<file path="src/rtl/sinc_ctrl_pkg.sv">
// Shared definitions for the sinc filter capture controller: FSM state codes,
// minimum oversample ratio and filter-clear duration.
package sinc_ctrl_pkg;

    localparam logic [2:0] ST_IDLE    = 3'd0;
    localparam logic [2:0] ST_CLEAR   = 3'd1;
    localparam logic [2:0] ST_SETTLE  = 3'd2;
    localparam logic [2:0] ST_CAPTURE = 3'd3;
    localparam logic [2:0] ST_DRAIN   = 3'd4;

    localparam logic [9:0] OSR_MIN      = 10'd4;
    localparam int         CLEAR_CYCLES = 2;

    // Ratios below the filter's minimum are raised to the minimum.
    function automatic logic [9:0] clamp_osr(input logic [9:0] osr);
        return (osr < OSR_MIN) ? OSR_MIN : osr;
    endfunction

endpackage

</file>
<file path="src/rtl/sample_fifo.sv">
// Sample buffer between the filter and the consumer. A push on a full buffer
// is accepted only when a pop happens in the same cycle.
module sample_fifo #(
    parameter int DATA_WIDTH = 32,
    parameter int FIFO_DEPTH = 4
) (
    input  logic                  clk,
    input  logic                  rst,
    input  logic                  flush_i,
    input  logic                  push_i,
    input  logic [DATA_WIDTH-1:0] push_data_i,
    input  logic                  pop_i,
    output logic [DATA_WIDTH-1:0] pop_data_o,
    output logic                  full_o,
    output logic                  empty_o
);

    localparam int AW = $clog2(FIFO_DEPTH);

    logic [DATA_WIDTH-1:0] mem_q [FIFO_DEPTH];
    logic [AW:0]           wr_ptr_q;
    logic [AW:0]           rd_ptr_q;
    logic                  do_push;
    logic                  do_pop;

    assign empty_o = (wr_ptr_q == rd_ptr_q);
    assign full_o  = (wr_ptr_q[AW] != rd_ptr_q[AW]) &&
                     (wr_ptr_q[AW-1:0] == rd_ptr_q[AW-1:0]);
    assign do_pop  = pop_i && !empty_o;
    assign do_push = push_i && (!full_o || do_pop);

    // The head reads as zero whenever nothing is buffered.
    assign pop_data_o = empty_o ? '0 : mem_q[rd_ptr_q[AW-1:0]];

    always_ff @(posedge clk) begin
        if (rst || flush_i) begin
            wr_ptr_q <= '0;
            rd_ptr_q <= '0;
        end else begin
            if (do_push) wr_ptr_q <= wr_ptr_q + 1'b1;
            if (do_pop)  rd_ptr_q <= rd_ptr_q + 1'b1;
        end
    end

    always_ff @(posedge clk) begin
        if (!rst && !flush_i && do_push) begin
            mem_q[wr_ptr_q[AW-1:0]] <= push_data_i;
        end
    end

endmodule

</file>
<file path="src/rtl/sinc_capture_ctrl.sv">
// Capture sequencer for a sinc decimation filter: clears and settles the
// filter, buffers a counted (or continuous) run of samples, then drains.
module sinc_capture_ctrl
    import sinc_ctrl_pkg::*;
#(
    parameter int DATA_WIDTH = 32,
    parameter int FIFO_DEPTH = 4,
    parameter int SETTLE_CNT = 3
) (
    input  logic                  clk,
    input  logic                  rst,
    input  logic                  start_in,
    input  logic                  abort_in,
    input  logic [9:0]            osr_in,
    input  logic [15:0]           count_in,
    output logic                  filt_rst_out,
    output logic                  filt_enable_out,
    output logic [9:0]            filt_osr_out,
    input  logic                  filt_valid_in,
    input  logic [DATA_WIDTH-1:0] filt_data_in,
    output logic                  sample_valid_out,
    input  logic                  sample_ready_in,
    output logic [DATA_WIDTH-1:0] sample_data_out,
    output logic                  busy_out,
    output logic                  done_out,
    output logic                  overrun_out
);

    logic [2:0]  state_q, state_d;
    logic [1:0]  clr_cnt_q, clr_cnt_d;
    logic [15:0] settle_cnt_q, settle_cnt_d;
    logic [15:0] remain_q, remain_d;
    logic        cont_q, cont_d;
    logic [9:0]  osr_q, osr_d;
    logic        overrun_q, overrun_d;
    logic        done_q, done_d;
    logic        fifo_flush, fifo_push, fifo_pop, fifo_full, fifo_empty;

    assign fifo_pop         = sample_valid_out && sample_ready_in;
    assign sample_valid_out = !fifo_empty;
    assign filt_rst_out     = (state_q == ST_CLEAR);
    assign filt_enable_out  = (state_q == ST_SETTLE) || (state_q == ST_CAPTURE);
    assign filt_osr_out     = osr_q;
    assign busy_out         = (state_q != ST_IDLE);
    assign done_out         = done_q;
    assign overrun_out      = overrun_q;

    always_comb begin
        state_d      = state_q;
        clr_cnt_d    = clr_cnt_q;
        settle_cnt_d = settle_cnt_q;
        remain_d     = remain_q;
        cont_d       = cont_q;
        osr_d        = osr_q;
        overrun_d    = overrun_q;
        done_d       = 1'b0;
        fifo_flush   = 1'b0;
        fifo_push    = 1'b0;

        case (state_q)
            ST_IDLE: begin
                if (start_in && !abort_in) begin
                    osr_d      = clamp_osr(osr_in);
                    remain_d   = count_in;
                    cont_d     = (count_in == 16'd0);
                    overrun_d  = 1'b0;
                    fifo_flush = 1'b1;
                    clr_cnt_d  = 2'd0;
                    state_d    = ST_CLEAR;
                end
            end
            ST_CLEAR: begin
                if (clr_cnt_q == 2'(CLEAR_CYCLES - 1)) begin
                    settle_cnt_d = 16'd0;
                    state_d      = (SETTLE_CNT == 0) ? ST_CAPTURE : ST_SETTLE;
                end else begin
                    clr_cnt_d = clr_cnt_q + 2'd1;
                end
            end
            ST_SETTLE: begin
                if (filt_valid_in) begin
                    if (settle_cnt_q == 16'(SETTLE_CNT - 1)) state_d = ST_CAPTURE;
                    else settle_cnt_d = settle_cnt_q + 16'd1;
                end
            end
            ST_CAPTURE: begin
                // A word that cannot be stored is still counted as captured.
                if (filt_valid_in) begin
                    fifo_push = 1'b1;
                    if (fifo_full && !fifo_pop) overrun_d = 1'b1;
                    if (!cont_q) begin
                        remain_d = remain_q - 16'd1;
                        if (remain_q == 16'd1) state_d = ST_DRAIN;
                    end
                end
            end
            ST_DRAIN: begin
                if (fifo_empty) begin
                    done_d  = 1'b1;
                    state_d = ST_IDLE;
                end
            end
            default: state_d = ST_IDLE;
        endcase

        if (abort_in && (state_q != ST_IDLE)) begin
            state_d    = ST_IDLE;
            fifo_flush = 1'b1;
            fifo_push  = 1'b0;
            done_d     = 1'b0;
            overrun_d  = overrun_q;
        end
    end

    always_ff @(posedge clk) begin
        if (rst) begin
            state_q      <= ST_IDLE;
            clr_cnt_q    <= '0;
            settle_cnt_q <= '0;
            remain_q     <= '0;
            cont_q       <= 1'b0;
            osr_q        <= OSR_MIN;
            overrun_q    <= 1'b0;
            done_q       <= 1'b0;
        end else begin
            state_q      <= state_d;
            clr_cnt_q    <= clr_cnt_d;
            settle_cnt_q <= settle_cnt_d;
            remain_q     <= remain_d;
            cont_q       <= cont_d;
            osr_q        <= osr_d;
            overrun_q    <= overrun_d;
            done_q       <= done_d;
        end
    end

    sample_fifo #(
        .DATA_WIDTH (DATA_WIDTH),
        .FIFO_DEPTH (FIFO_DEPTH)
    ) u_fifo (
        .clk         (clk),
        .rst         (rst),
        .flush_i     (fifo_flush),
        .push_i      (fifo_push),
        .push_data_i (filt_data_in),
        .pop_i       (fifo_pop),
        .pop_data_o  (sample_data_out),
        .full_o      (fifo_full),
        .empty_o     (fifo_empty)
    );

endmodule

</file>
<file path="config.mk">
export PLATFORM = sky130hd
export DESIGN_NAME = sinc_capture_ctrl
export DESIGN_NICKNAME = d
export VERILOG_FILES = /design/src/rtl/sinc_ctrl_pkg.sv /design/src/rtl/sample_fifo.sv /design/src/rtl/sinc_capture_ctrl.sv
export SDC_FILE = /design/constraint.sdc
export NUM_CORES = 1
export LEC_CHECK = 0
export ABC_CLOCK_PERIOD_IN_PS = 5700
export BUFFER_PORTS_ARGS = -buffer_cell sky130_fd_sc_hd__buf_2
export CAP_MARGIN = 20
export CORE_ASPECT_RATIO = 2
export CORE_MARGIN = 5
export CORE_UTILIZATION = 52
export CTS_CLUSTER_SIZE = 30
export DETAILED_ROUTE_END_ITERATION = 10
export GPL_TIMING_DRIVEN = 0
export PLACE_DENSITY_LB_ADDON = 0.3
export SYNTH_ARGS = -nofsm -noshare
export SYNTH_HDL_FRONTEND = slang
export SYNTH_HIERARCHICAL = 1
export SYNTH_SLANG_ARGS = --single-unit
</file>
<file path="constraint.sdc">
create_clock -name clk -period 5.7 [get_ports clk]
set_input_delay 1.71 -clock clk [delete_from_list [all_inputs] [get_ports clk]]
set_output_delay 1.71 -clock clk [all_outputs]
set_load 0.05 [all_outputs]
</file>
# After elaboration in Yosys (flattened, before gate mapping)

Memory sizes are Yosys's and may differ from the RTL's. A register that Yosys moved wholly into a read port is not among the register bits.
Cells that the tools add are included.

Memories kept: 1
Register bits after elaboration: 56
Bits in writable memories: 128
Output and inout bits: 48
Input bits: 64

Memories:

| memory       | depth | bits a word | read ports | clocked after memory_dff | wr ports | RTL line          | RTL |
|---|---|---|---|---|---|---|---|
| u_fifo.mem_q | 4     | 32          | 1          | 1                        | 1        | sample_fifo.sv:20 | `logic [DATA_WIDTH-1:0] mem_q [FIFO_DEPTH];` |

$add $sub $neg: 5
Equality and inequality tests: 21
$lt $le $gt $ge: 1
Bitwise logic cells: 2
Mux-type cells: 37
Reduce and logical (&&, ||, !) cells: 32

Operator list:

| cell                                                         | count |
|---|---|
| 2-to-1 mux 16 bit                                            | 6 |
| case mux 16 bit (2 select lines)                             | 2 |
| 2-to-1 mux 32 bit                                            | 1 |
| 2-to-1 mux 3 bit                                             | 8 |
| adder 16 x 1 -> 16 bit (second input constant)               | 1 |
| == test 16 x 1 -> 1 bit (second input constant)              | 1 |
| == test 16 x 2 -> 1 bit (second input constant)              | 1 |
| zero test 16 bit                                             | 1 |
| subtractor 16 x 1 -> 16 bit (second input constant)          | 1 |
| case mux 3 bit (5 select lines)                              | 1 |
| 2-to-1 mux 1 bit                                             | 12 |
| != test 2 bit (second input constant)                        | 6 |
| less-than comparator 10 x 3 -> 1 bit (second input constant) | 1 |
| 2-to-1 mux 10 bit                                            | 1 |
| != test 2 x 1 -> 1 bit (second input constant)               | 5 |
| logical AND 1 bit                                            | 9 |
| 2-to-1 mux 2 bit                                             | 4 |
| AND reduction 4 bit                                          | 2 |
| AND reduction 8 bit                                          | 1 |
| adder 3 x 1 -> 3 bit (second input constant)                 | 2 |
| == test 3 x 2 -> 1 bit (second input constant)               | 2 |
| zero test 1 bit                                              | 6 |
| nonzero test 2 bit                                           | 3 |
| AND reduction 5 bit                                          | 1 |
| 17 further kinds                                             | 20 |

# Longest topological paths before layout

Depth in word-level cells: 10
Gate-level depth with buffers: 9
Mapped depth without buffers: 7

# Modules after synthesis

Netlist, hierarchy kept.

Modules (own cells, without submodules):

| module            | area an instance (um2) | instances | cells an instance |
|---|---|---|---|
| sample_fifo       | 5352.6                 | 1         | 261 |
| sinc_capture_ctrl | 2696.3                 | 1         | 351 |

# Least setup slack after synthesis

OpenSTA, ideal clock, no wires.

Path kind: input-to-reg
Start: input start_in
End: memory u_fifo.mem_q[0][0], enable pin
Path buffers: 1
Data required time: 5.239 ns
Setup slack: 0.013 ns
Cell stages on the path: 7
Arrival: 5.226 ns
Cell sequence: nor2b_1 > nand2_1 > clkbuf_1 > nand2_1 > nor2_1 > o41ai_2 > nor3_1

Word-level cells in the longest chain between the ends: 9

Ends and longest elaborated chain:

| item                                   | RTL line                 | RTL |
|---|---|---|
| from (decl)                            | sinc_capture_ctrl.sv:12  | `input logic start_in,` |
| logical AND 1 bit                      | sinc_capture_ctrl.sv:62  | `if (start_in && !abort_in) begin` |
| 2-to-1 mux 1 bit                       | sinc_capture_ctrl.sv:62  |  |
| 2-to-1 mux 1 bit                       | sinc_capture_ctrl.sv:60  | `case (state_q)` |
| 2-to-1 mux 1 bit                       | sinc_capture_ctrl.sv:106 | `if (abort_in && (state_q != ST_IDLE)) begin` |
| named net fifo_flush                   | sinc_capture_ctrl.sv:37  | `logic fifo_flush, fifo_push, fifo_pop, fifo_full, fifo_empty;` |
| zero test 1 bit                        | sample_fifo.sv:46        | `if (!rst && !flush_i && do_push) begin` |
| logical AND 1 bit (2 in series)        | sample_fifo.sv:46        |  |
| 2-to-1 mux 1 bit                       | sample_fifo.sv:46        |  |
| 2-to-1 mux 1 bit (not written as such) | sample_fifo.sv:47        | `mem_q[wr_ptr_q[AW-1:0]] <= push_data_i;` |
| to (decl)                              | sample_fifo.sv:20        |  |

The timed path passes the listed nets, and every way through them passes these cells.

# Worst setup path after layout

Start: input start_in
End: memory u_fifo.mem_q[0][16], enable pin

Same word-level chain as after synthesis.

==> metrics.cfg <==
[placed_design]
port_buffers = 111
dp_cells = 931
hpwl_um = 13500
placed_area_um2 = 9000
gp_congestion = 0.940

[floorplan]
die_w_um = 98.0
core-area_um2 = 15300
rows = 64
initial_core_util_pct = 52.6
dieArea_um2 = 18200
dieHeight_um = 186
ios = 112

[global_routing]
grt_pass1_vias = 5892
gr-max-usage-layer = met2
grt_use_total_pct = 20.5
grt_remaining_overflow = 0
use_met2_pct = 39.8
antenna_found_initial = 1
grt_max_degree = 27
met3_usage_pct = 4.99
grt_pass1_wl_um = 28800
met1_usage_pct = 19.3

[finish]
fin_area_um2 = 9600
multiInputGateArea_um2 = 2880
synthToLayoutAreaGrowth_pct = 19.3
finalNonFillerCells = 963
antenna_cells = 0
drive_gt1_share_pct = 28.4
nets = 826
fill_cells = 1178
seq_area_um2 = 5000

[synth]
synth_cell_types = 69
ys_ff_latch = 186
synth_area_per_cell_um2 = 13.2
ys.warnings.count = 6
synth_edf_count = 128
syn_inst = 612
syn_nets = 686
yosysTopAreaCell = edfxtp_1
ys_top_cells_by_count = 128 x edfxtp_1, 58 x dfxtp_1, 53 x nand2_1
yosysMostFrequentCell = edfxtp_1
async_flop_share_pct = 0
synth_top_area_share_pct = 47.8
synth_area_leaders = edfxtp_1 48%, dfxtp_1 14%, mux4_2 9.0%
ys_seq_area_share_pct = 62.2
syn_area_um2 = 8050
synth-main-ff-cell = edfxtp_1

[worst_setup_path]
startpoint_type = primary input
critPathMaxFanout = 10
crit_type = in -> reg
cp-end-kind = flop
crit_arrival_ns = 4.80
worstPathRequired_ns = 5.84

[power_and_ir_drop]
power_density_nw_per_um2 = 319
p_switching_mw = 0.811
pwr-share-clk_pct = 39.0
seq_power_share_pct = 49.0
ir_drop_uv = 312
p_total_mw = 3.06
power.leakage_nw = 3.44
power_frac_comb_pct = 12.0
p_int_mw = 2.25
swShare_pct = 26.5

[routing]
ant_nets = 0
vias_per_cell = 5.82
routedWlPerCell_um = 19.1
vias = 5607
dr.pass1.iters = 5
drt-initial-drc-count = 313
drt-total-wl_um = 18400
drc_errors = 0

[clock_tree]
cts_buffers = 17
tritoncts = built
cts-root-buf = clkbuf_16
cts_max_level = 4
worstSkewPairLatency_ns = 0.43
cts_setup_buffers = 0
clockBufferDepth = 2
path_clk_slew_ns = 0.07
ctsResizeCount = 0
clock_sink_count = 186
postCtsHoldBufs = 0

[outcome]
status = finished, final reports clean

[hold_path]
hold_path_class = reg -> reg

[timing]
rsz0062_at_grt = no
fmaxAchievable_ghz = 0.215
final.setup.tns_ns = 0
tightest_slew_ns = 0.876
fin_crit_ns = 4.66
skew_ns = 0.0111
hold_viol = 0
slew_headroom_pct = 41.6
finalCritPeriodShare_pct = 81.8
setup_viol = 0
maxSlewViolCount = 0

[flow_run]
drv_cap = 0

cell type report:
cell class / instances / area share (%)
well taps: 198 / 2.58
repair buffers: 121 / 7.09
clock buffers: 17 / 4.43
multi-input cells: 382 / 30.0
inverters: 15 / 0.586
flip-flops and latches: 186 / 52.1
plain buffers: 29 / 1.38
clock inverters: 15 / 1.85
worst max-delay path: stages:
cell	delay, ns
buf_2	0.10
nor2b_1	0.14
nand2_1	0.24
clkbuf_1	0.46
nand2_1	0.23
nor2_1	0.55
o41ai_2	0.31
nor3_2	0.64
buf_6	0.25
buf_8	0.16
per-layer routing:
| metal | share of wire, % | up-vias |
|---|---|---|
| met5 | 0.060 | - |
| met4 | 3.9 | 2 |
| met3 | 5.9 | 53 |
| met2 | 57 | 200 |
| met1 | 33 | 2751 |
| li1 | - | 2601 |
layout by cell type (no fill, tap or decap), types with 3 or more instances in the layout:
master,n
and2_1,7
mux2i_1,6
a22oi_1,6
edfxtp_1,128
or4_1,5
nor3_2,3
buf_2,120
xor2_1,10
nor3_1,11
nand3b_1,3
nor4_1,10
nand3_1,11
nor2b_1,38
a21oi_1,41
buf_4,3
nand2_1,53
dfxtp_1,58
clkbuf_1,13
o21ai_0,19
nand2b_1,4
inv_6,4
ha_1,10
nand4_1,10
buf_1,3
mux4_2,32
and3_1,5
clkbuf_16,17
nor2_1,39
or3_1,7
o31ai_1,5
buf_6,8
inv_8,4
inv_1,14
through the flow:
step / hold slack (ns) / setup WS, ns / util (%)
2_1_floorplan: 0.450 / 0.0125 / -
3_3_place_gp: 0.440 / -2.26 / 57.9
3_5_place_dp: 0.446 / 0.608 / 58.8
4_1_cts: 0.456 / 1.04 / 62.8
5_1_grt: 0.475 / 0.786 / 62.8
6_report: 0.453 / 1.04 / 62.8
flip-flops by register name, summed over array words and instances (netlist names), named ones only:
register	flops
done_out	1
remain_q	16
overrun_out	1
filt_osr_out	10
settle_cnt_q	16
state_q	3
u_fifo/mem_q	128
cont_q	1
clr_cnt_q	2
u_fifo/rd_ptr_q	3
u_fifo/wr_ptr_q	3
path summary, 6_finish.rpt:
kind              cells after the start             from                  end  slack [ns]
setup / recovery                     10         start_in  u_fifo/mem_q[0][16]        1.04
hold / removal                        2  filt_osr_out[7]      filt_osr_out[7]        0.45
setup reg to reg                     10       state_q[0]  u_fifo/mem_q[0][16]        1.69
hold reg to reg                       2  filt_osr_out[7]      filt_osr_out[7]        0.45
power by group through the flow:
stage | Combinational (mW) | Clock (mW) | Sequential, mW
6_report | 0.368 | 1.19 | 1.50
3_5_place_dp | 0.362 | 0 | 1.53
4_1_cts | 0.364 | 1.21 | 1.50
3_3_place_gp | 0.351 | 0 | 1.53
2_1_floorplan | 0.217 | 0 | 1.56
5_1_grt | 0.399 | 1.27 | 1.50
cell families (layout without fill, tap and decap cells):
| group | after synthesis | after routing | share of synthesized area [%] |
|---|---|---|---|
| multiplexers | 38 | 38 | 9.70 |
| buffers and inverters | 44 | 197 | 2.35 |
| XOR/XNOR | 13 | 13 | 1.51 |
| AND/OR/NAND/NOR | 221 | 221 | 14.7 |
| adder cells (fa/ha/maj) | 10 | 10 | 1.55 |
| flip-flops | 186 | 186 | 62.2 |
| AO/OA/AOI/OAI | 100 | 100 | 8.01 |
Power figures use the tool's default switching activity.
